File: src/rtl/fastram_dram_ctrl_if.sv
// fastram_dram_ctrl_if: 68020 CPU bus plus SIMM control lines seen by the fast-RAM controller
interface fastram_dram_ctrl_if #(parameter int BANKS = 2);
    logic             as20;
    logic             ds20;
    logic             rw20;
    logic [1:0]       siz;
    logic [23:0]      a;
    logic [3:0]       d_in;
    logic [3:0]       d_out;
    logic             d_oe;
    logic [1:0]       dsack;
    logic             cfgin_n;
    logic             cfgout_n;
    logic [BANKS-1:0] ras;
    logic [3:0]       cas;
    logic             ram_mux;
    logic             ramoe;
    modport master (
        output as20, ds20, rw20, siz, a, d_in, cfgin_n,
        input  d_out, d_oe, dsack, cfgout_n, ras, cas, ram_mux, ramoe
    );
    modport slave (
        input  as20, ds20, rw20, siz, a, d_in, cfgin_n,
        output d_out, d_oe, dsack, cfgout_n, ras, cas, ram_mux, ramoe
    );
endinterface

File: src/rtl/fastram_dram_ctrl.sv
// fastram_dram_ctrl: Zorro-II autoconfig fast-RAM board driving multi-bank FPM DRAM with CBR refresh
module fastram_dram_ctrl #(
    parameter int          BANKS          = 2,
    parameter int          BANK_ADDR_BITS = 21,
    parameter int          CAS_CYCLES     = 2,
    parameter int          REFRESH_DIV    = 218,
    parameter int          REF_RAS_CYCLES = 2,
    parameter logic [15:0] MANUF          = 16'h07DB,
    parameter logic [7:0]  PRODUCT        = 8'h01
) (
    input logic                i_clk,
    input logic                i_rst,
    fastram_dram_ctrl_if.slave io_bus
);
    localparam int TOT_BITS = BANK_ADDR_BITS + $clog2(BANKS);
    localparam int BW = BANKS > 1 ? $clog2(BANKS) : 1;
    localparam int CW = $clog2(REFRESH_DIV);
    localparam logic [2:0] SIZE_CODE = TOT_BITS == 20 ? 3'b101 : TOT_BITS == 21 ? 3'b110 :
                                       TOT_BITS == 22 ? 3'b111 : 3'b000;
    typedef enum logic [2:0] {IDLE, ROW, COL, CASW, TERM, PRE, RCAS, RRAS} state_t;
    state_t          r_state, w_next;
    logic [3:0]      r_cnt;
    logic [CW-1:0]   r_ref_cnt;
    logic            r_pend, r_cfg, r_shut, r_cfg_ack, r_rd;
    logic [7:0]      r_base;
    logic [BW-1:0]   r_bank, w_bank;
    logic [3:0]      r_lanes, w_lanes, w_nib;
    logic [23:0]     w_off;
    logic [2:0]      w_n;
    logic            w_hit, w_cfg_sel, w_tick, w_start, w_cnt_done, w_cfg_wr;
    // Offset decode: for an aligned base this equals the upper-bit compare, and it tolerates unaligned bases
    assign w_off      = io_bus.a - {r_base, 16'h0000};
    assign w_hit      = r_cfg && (w_off >> TOT_BITS) == 24'd0;
    assign w_bank     = BW'(w_off >> BANK_ADDR_BITS);
    assign w_cfg_sel  = !r_cfg && !r_shut && !io_bus.cfgin_n && io_bus.a[23:16] == 8'hE8;
    assign w_cfg_wr   = w_cfg_sel && !io_bus.as20 && !io_bus.ds20 && !io_bus.rw20;
    assign w_tick     = r_ref_cnt == CW'(REFRESH_DIV - 1);
    assign w_start    = !io_bus.as20 && w_hit && (io_bus.rw20 || !io_bus.ds20);
    assign w_n        = io_bus.siz == 2'b00 ? 3'd4 : {1'b0, io_bus.siz};
    assign w_cnt_done = r_cnt == (r_state == CASW ? 4'(CAS_CYCLES - 1) : 4'(REF_RAS_CYCLES - 1));
    always_comb begin
        for (int k = 0; k < 4; k++)
            w_lanes[3 - k] = io_bus.rw20 || (k >= int'(io_bus.a[1:0]) && k < int'(io_bus.a[1:0]) + int'(w_n));
    end
    always_comb begin
        case (io_bus.a[7:0])
            8'h00:   w_nib = 4'b1110;
            8'h02:   w_nib = {1'b0, SIZE_CODE};
            8'h04:   w_nib = ~PRODUCT[7:4];
            8'h06:   w_nib = ~PRODUCT[3:0];
            8'h10:   w_nib = ~MANUF[15:12];
            8'h12:   w_nib = ~MANUF[11:8];
            8'h14:   w_nib = ~MANUF[7:4];
            8'h16:   w_nib = ~MANUF[3:0];
            default: w_nib = 4'hF;
        endcase
    end
    // A pending or same-edge refresh tick wins over a CPU start, which then waits with AS20 low
    always_comb begin
        w_next = r_state;
        case (r_state)
            IDLE:    w_next = (r_pend || w_tick) ? RCAS : w_start ? ROW : IDLE;
            ROW:     w_next = io_bus.as20 ? PRE : COL;
            COL:     w_next = io_bus.as20 ? PRE : CASW;
            CASW:    w_next = io_bus.as20 ? PRE : w_cnt_done ? TERM : CASW;
            TERM:    w_next = io_bus.as20 ? PRE : TERM;
            RCAS:    w_next = RRAS;
            RRAS:    w_next = w_cnt_done ? PRE : RRAS;
            default: w_next = IDLE;
        endcase
    end
    always_ff @(posedge i_clk) begin
        if (i_rst) begin
            r_state   <= IDLE;
            r_cnt     <= '0;
            r_ref_cnt <= '0;
            r_pend    <= 1'b0;
            r_cfg     <= 1'b0;
            r_shut    <= 1'b0;
            r_cfg_ack <= 1'b0;
            r_base    <= '0;
            r_bank    <= '0;
            r_lanes   <= '0;
            r_rd      <= 1'b0;
        end else begin
            r_state   <= w_next;
            r_cnt     <= w_next != r_state ? 4'd0 : r_cnt + 4'd1;
            r_ref_cnt <= w_tick ? '0 : r_ref_cnt + CW'(1);
            r_pend    <= (r_state == RRAS && w_cnt_done) ? 1'b0 : r_pend || w_tick;
            r_cfg_ack <= !io_bus.as20 && (r_cfg_ack || w_cfg_sel);
            if (w_cfg_wr && io_bus.a[7:0] == 8'h4A)
                r_base[3:0] <= io_bus.d_in;
            if (w_cfg_wr && io_bus.a[7:0] == 8'h48) begin
                r_base[7:4] <= io_bus.d_in;
                r_cfg       <= 1'b1;
            end
            if (w_cfg_wr && io_bus.a[7:0] == 8'h4C)
                r_shut <= 1'b1;
            if (r_state == IDLE) begin
                r_bank  <= w_bank;
                r_lanes <= w_lanes;
                r_rd    <= io_bus.rw20;
            end
        end
    end
    assign io_bus.ras      = r_state inside {ROW, COL, CASW, TERM} ? ~(BANKS'(1) << r_bank) :
                             r_state == RRAS ? '0 : '1;
    assign io_bus.cas      = r_state inside {CASW, TERM} ? ~r_lanes : r_state inside {RCAS, RRAS} ? 4'h0 : 4'hF;
    assign io_bus.ram_mux  = r_state inside {COL, CASW, TERM};
    assign io_bus.ramoe    = !(r_rd && r_state inside {CASW, TERM});
    assign io_bus.dsack    = (r_cfg_ack || r_state == TERM || (r_state == CASW && w_cnt_done)) ? 2'b00 : 2'b11;
    assign io_bus.d_oe     = r_cfg_ack && io_bus.rw20;
    assign io_bus.d_out    = w_nib;
    assign io_bus.cfgout_n = !(r_cfg || r_shut);
endmodule
File: src/flat_wrapper.sv
// flat-port wrapper written by rule: the top's interface ports become plain ports
module fastram_dram_ctrl_flat 
#(
    parameter int          BANKS          = 2,
    parameter int          BANK_ADDR_BITS = 21,
    parameter int          CAS_CYCLES     = 2,
    parameter int          REFRESH_DIV    = 218,
    parameter int          REF_RAS_CYCLES = 2,
    parameter logic [15:0] MANUF          = 16'h07DB,
    parameter logic [7:0]  PRODUCT        = 8'h01
)
  (i_clk, i_rst, io_bus_as20, io_bus_ds20, io_bus_rw20, io_bus_siz, io_bus_a, io_bus_d_in, io_bus_cfgin_n, io_bus_d_out, io_bus_d_oe, io_bus_dsack, io_bus_cfgout_n, io_bus_ras, io_bus_cas, io_bus_ram_mux, io_bus_ramoe);
  fastram_dram_ctrl_if #(.BANKS(BANKS)) io_bus_i ();
  input logic i_clk;
  input logic i_rst;
  input wire logic [$bits(io_bus_i.as20)-1:0] io_bus_as20;
  input wire logic [$bits(io_bus_i.ds20)-1:0] io_bus_ds20;
  input wire logic [$bits(io_bus_i.rw20)-1:0] io_bus_rw20;
  input wire logic [$bits(io_bus_i.siz)-1:0] io_bus_siz;
  input wire logic [$bits(io_bus_i.a)-1:0] io_bus_a;
  input wire logic [$bits(io_bus_i.d_in)-1:0] io_bus_d_in;
  input wire logic [$bits(io_bus_i.cfgin_n)-1:0] io_bus_cfgin_n;
  output wire logic [$bits(io_bus_i.d_out)-1:0] io_bus_d_out;
  output wire logic [$bits(io_bus_i.d_oe)-1:0] io_bus_d_oe;
  output wire logic [$bits(io_bus_i.dsack)-1:0] io_bus_dsack;
  output wire logic [$bits(io_bus_i.cfgout_n)-1:0] io_bus_cfgout_n;
  output wire logic [$bits(io_bus_i.ras)-1:0] io_bus_ras;
  output wire logic [$bits(io_bus_i.cas)-1:0] io_bus_cas;
  output wire logic [$bits(io_bus_i.ram_mux)-1:0] io_bus_ram_mux;
  output wire logic [$bits(io_bus_i.ramoe)-1:0] io_bus_ramoe;
  assign io_bus_i.as20 = io_bus_as20;
  assign io_bus_i.ds20 = io_bus_ds20;
  assign io_bus_i.rw20 = io_bus_rw20;
  assign io_bus_i.siz = io_bus_siz;
  assign io_bus_i.a = io_bus_a;
  assign io_bus_i.d_in = io_bus_d_in;
  assign io_bus_i.cfgin_n = io_bus_cfgin_n;
  assign io_bus_d_out = io_bus_i.d_out;
  assign io_bus_d_oe = io_bus_i.d_oe;
  assign io_bus_dsack = io_bus_i.dsack;
  assign io_bus_cfgout_n = io_bus_i.cfgout_n;
  assign io_bus_ras = io_bus_i.ras;
  assign io_bus_cas = io_bus_i.cas;
  assign io_bus_ram_mux = io_bus_i.ram_mux;
  assign io_bus_ramoe = io_bus_i.ramoe;
  fastram_dram_ctrl #(.BANKS(BANKS), .BANK_ADDR_BITS(BANK_ADDR_BITS), .CAS_CYCLES(CAS_CYCLES), .REFRESH_DIV(REFRESH_DIV), .REF_RAS_CYCLES(REF_RAS_CYCLES), .MANUF(MANUF), .PRODUCT(PRODUCT)) u_core (.i_clk(i_clk), .i_rst(i_rst), .io_bus(io_bus_i));
endmodule
File: config.mk
export PLATFORM = sky130hd
export DESIGN_NAME = fastram_dram_ctrl_flat
export DESIGN_NICKNAME = d
export VERILOG_FILES = /design/src/rtl/fastram_dram_ctrl_if.sv /design/src/rtl/fastram_dram_ctrl.sv /design/src/flat_wrapper.sv
export SDC_FILE = /design/constraint.sdc
export NUM_CORES = 1
export LEC_CHECK = 0
export BUFFER_PORTS_ARGS = -buffer_cell sky130_fd_sc_hd__buf_2
export CAP_MARGIN = 20
export CORE_MARGIN = 2
export CORE_UTILIZATION = 50
export DETAILED_ROUTE_END_ITERATION = 8
export GPL_ROUTABILITY_DRIVEN = 0
export GPL_TIMING_DRIVEN = 0
export PLACE_DENSITY = 0.76
export SYNTH_ARGS = -nofsm -noshare
export SYNTH_HDL_FRONTEND = slang
export SYNTH_SLANG_ARGS = --single-unit
File: constraint.sdc
create_clock -name i_clk -period 3.5 [get_ports i_clk]
set_clock_uncertainty 0.05 [all_clocks]
set_input_delay 0.7 -clock i_clk [delete_from_list [all_inputs] [get_ports i_clk]]
set_output_delay 0.7 -clock i_clk [all_outputs]
set_load 0.03 [all_outputs]
==> flow_metrics.py <==
metrics = {
    "global_routing": {
        "antenna_found_initial": 0,
        "use_met2_pct": 37.3,
        "grt-ovfl-total": 0,
        "top_usage_layer": "met2",
        "first_global_vias": 1710,
        "grt_pass1_wl_um": 7600,
        "use_met1_pct": 27.0,
        "grt_max_degree": 12,
        "grt_use_met3_pct": 3.67,
        "grt_use_total_pct": 21.8,
    },
    "worst_setup_path": {
        "critical_path_class": "in2out",
        "slowest_stage": "or4_1",
        "reg2reg_from": "u_core.r_base[2]$_SDFFE_PP0P_",
        "cp_max_fo": 4,
        "startpoint": "io_bus_a[5]",
        "cp_slowest_stage_delay_ps": 500,
        "cp.required_ps": 2750,
        "path_buf_inv": 2,
        "path_common_cell": "buf_2",
        "rr_endpoint": "u_core.r_cnt[2]$_SDFF_PP0_",
        "worst-endpoint-arrival_ps": 1890,
        "rrSetupSlack_ps": 1420,
        "cp-endpoint": "io_bus_d_out[0]",
        "cp-end-kind": "primary output",
        "critPathLaunchType": "input pin",
        "crit_chain": "buf_2 > or4_1 > nor2_1 > o221ai_1 > buf_2",
        "crit_family": "simple AND/OR/NAND/NOR gates",
        "r2r.worst_path.cells": 7,
        "cp.depth": 5,
    },
    "sta": {
        "slew_viol_final": 0,
        "worst_pin_slew_ps": 465,
        "final.setup.tns_ps": 0,
        "finalCritPeriodShare_pct": 75.4,
        "max_freq_ghz": 0.379,
        "hold_violations": 0,
        "rsz0062_at_grt": "no",
        "finalCriticalPeriod_ps": 2640,
        "finalSetupViolations": 0,
        "slew_headroom_pct": 68.1,
    },
    "clock_tree": {
        "cts.reportedPaths.clkPinSlew_ps": 80,
        "cts_tree": "done",
        "htree_levels": 2,
        "postCtsSetupBuffers": 0,
        "insertion_delay_ps": 290,
        "numCtsBuffers": 5,
        "holdBufCountCts": 0,
        "cts_resized": 0,
        "cts_root_buffer": "clkbuf_8",
        "clock-sinks": 33,
        "clk_path_buf_depth": 2,
    },
    "finish": {
        "num-nets-final": 337,
        "final_common_cell": "buf_2",
        "stdcell_count": 339,
        "multi_input_area_um2": 1250,
        "final_layout_size_suffix_gt1_share_pct": 21.8,
        "diodes": 0,
        "nFillCells": 346,
        "seqCellArea_um2": 661,
        "layout_common_cells": "buf_2, dfxtp_1, nor2_1",
        "areaGrowthSynthToFinish_pct": 19.7,
    },
    "synthesis": {
        "syn-num-nets": 290,
        "synthCells": 241,
        "syn_area_um2": 2020,
        "yosys.area_share.simple_pct": 29.3,
        "ys_ff_latch": 33,
        "syn_avg_cell_area_um2": 8.37,
        "ys_warn_count": 0,
        "synth_compound_area_share_pct": 13.3,
        "synthAdderAreaFrac_pct": 8.44,
        "ys_async_sr_fraction_pct": 0,
        "yosys_most_used_dff": "dfxtp_1",
        "synth_xor_area_share_pct": 5.65,
        "ys_seq_area_share_pct": 32.8,
        "synth_edf_count": 0,
        "synth.distinct_cells": 49,
        "netlist.area_leader.share_pct": 32.8,
        "synth_mux_area_share_pct": 5.52,
        "synth_top_family_by_area": "simple AND/OR/NAND/NOR gates",
        "yosys.area.top_type": "dfxtp_1",
        "ys_top_cells_by_area": "dfxtp_1, ha_1, nor2_1",
    },
    "routing": {
        "wl_per_cell_um": 12.9,
        "post-route-drc-count": 0,
        "postRouteAntennaNets": 0,
        "wirelength_um": 4360,
        "drt_iter0_markers": 50,
        "vias_per_cell": 5.51,
        "drt_pre_antenna_iters": 5,
        "vias": 1868,
    },
    "floorplan": {
        "num_rows": 23,
        "chipWidth_um": 67.5,
        "die-area_um2": 4560,
        "io_pins": 52,
        "initial_core_util_pct": 51.2,
        "die_h_um": 67.5,
        "core_um2": 3940,
    },
    "power_and_ir_drop": {
        "power_density_nw_per_um2": 380,
        "ir_drop_mv": 0.206,
        "p_leak_nw": 0.985,
    },
    "min_path": {
        "min_path_type": "reg2reg",
    },
    "outcome": {
        "status": "finished clean",
    },
    "place": {
        "io_buffers": 40,
        "place_inst": 331,
        "dp_hpwl_um": 3260,
    },
    "flow_run": {
        "maxCapViolCount": 0,
    },
}
## through the flow
| step | util (%) | hold WS, ps | setup slack, ps | area, um^2 | total power, mW |
|---|---|---|---|---|---|
| finish | 61.2 | 409 | 859 | 2410 | 0.917 |
| global route | 61.2 | 460 | 788 | 2410 | 0.952 |
| CTS | 61.2 | 407 | 868 | 2410 | 0.924 |
| detailed placement | 57.8 | 397 | 872 | 2280 | 0.496 |
| global placement | 57.8 | 392 | 878 | 2280 | 0.494 |
| floorplan | - | 387 | 1000 | 2020 | 0.461 |
## registers in the layout (all words and copies together), names as in the netlist
name	flops
u_core.r_cfg_ack	1
u_core.r_shut	1
u_core.r_bank	1
u_core.r_cnt	4
u_core.r_base	8
u_core.r_ref_cnt	8
u_core.r_state	3
u_core.r_pend	1
u_core.r_rd	1
u_core.r_cfg	1
u_core.r_lanes	4
## how the worst min path moves through the flow
stage,start,to,cells after the start
floorplan,u_core.r_rd$_SDFFE_PP0N_,u_core.r_rd$_SDFFE_PP0N_,2
global placement,u_core.r_rd$_SDFFE_PP0N_,u_core.r_rd$_SDFFE_PP0N_,2
detailed placement,u_core.r_rd$_SDFFE_PP0N_,u_core.r_rd$_SDFFE_PP0N_,2
CTS,u_core.r_rd$_SDFFE_PP0N_,u_core.r_rd$_SDFFE_PP0N_,2
global route,u_core.r_rd$_SDFFE_PP0N_,u_core.r_rd$_SDFFE_PP0N_,2
finish,u_core.r_rd$_SDFFE_PP0N_,u_core.r_rd$_SDFFE_PP0N_,2
## cell usage after synthesis, types with 2 or more instances
library cell / count
and3_1: 3
xnor2_1: 5
nor2b_1: 2
o21a_1: 2
dfxtp_1: 33
nor2_1: 32
xor2_1: 8
mux2i_1: 10
inv_1: 13
o21ai_0: 11
a31oi_1: 4
a211oi_1: 3
a21o_1: 3
nor3_1: 7
and2_1: 2
a21oi_1: 15
nand2_1: 17
clkbuf_1: 7
nand4_1: 2
ha_1: 12
nor4_1: 5
buf_2: 3
nand3_1: 12
nor4_4: 2
or2_2: 2
nand2b_1: 3
## area by class of cell
cell class / count / share of cell area [%]
plain buffers: 11 / 2.02
multi-input cells: 183 / 52.0
flip-flops and latches: 33 / 27.4
repair buffers: 40 / 8.29
inverters: 14 / 2.18
clock inverters: 3 / 2.70
well taps: 50 / 2.59
clock buffers: 5 / 2.85
## routing by layer
metal,up-vias,part of all wire [%]
met5,-,0
met4,0,1.9
met3,9,4.7
met2,57,49
met1,859,45
li1,943,-
## kinds of logic after synthesis
group / Yosys count
AOI/OAI and AO/OA: 44
adders and majority gates: 13
DFF: 33
xor gates and xnor gates: 13
muxes: 11
buffers and inverters: 25
and+or+nand+nor: 102
## worst min-delay path, delay by kind of cell (launching register included)
kind               cells  cell delay (ps)
DFF                    1              310
and+or+nand+nor        1               50
AOI/OAI and AO/OA      1               50
## power breakdown
part,switching (mW),total [mW],internal (mW),leakage (nW)
sequential,0.00948,0.396,0.386,0.269
clock,0.145,0.428,0.283,0.0681
combinational,0.0516,0.0929,0.0413,0.648
total,0.206,0.917,0.711,0.985
Power figures use the tool's default switching activity.
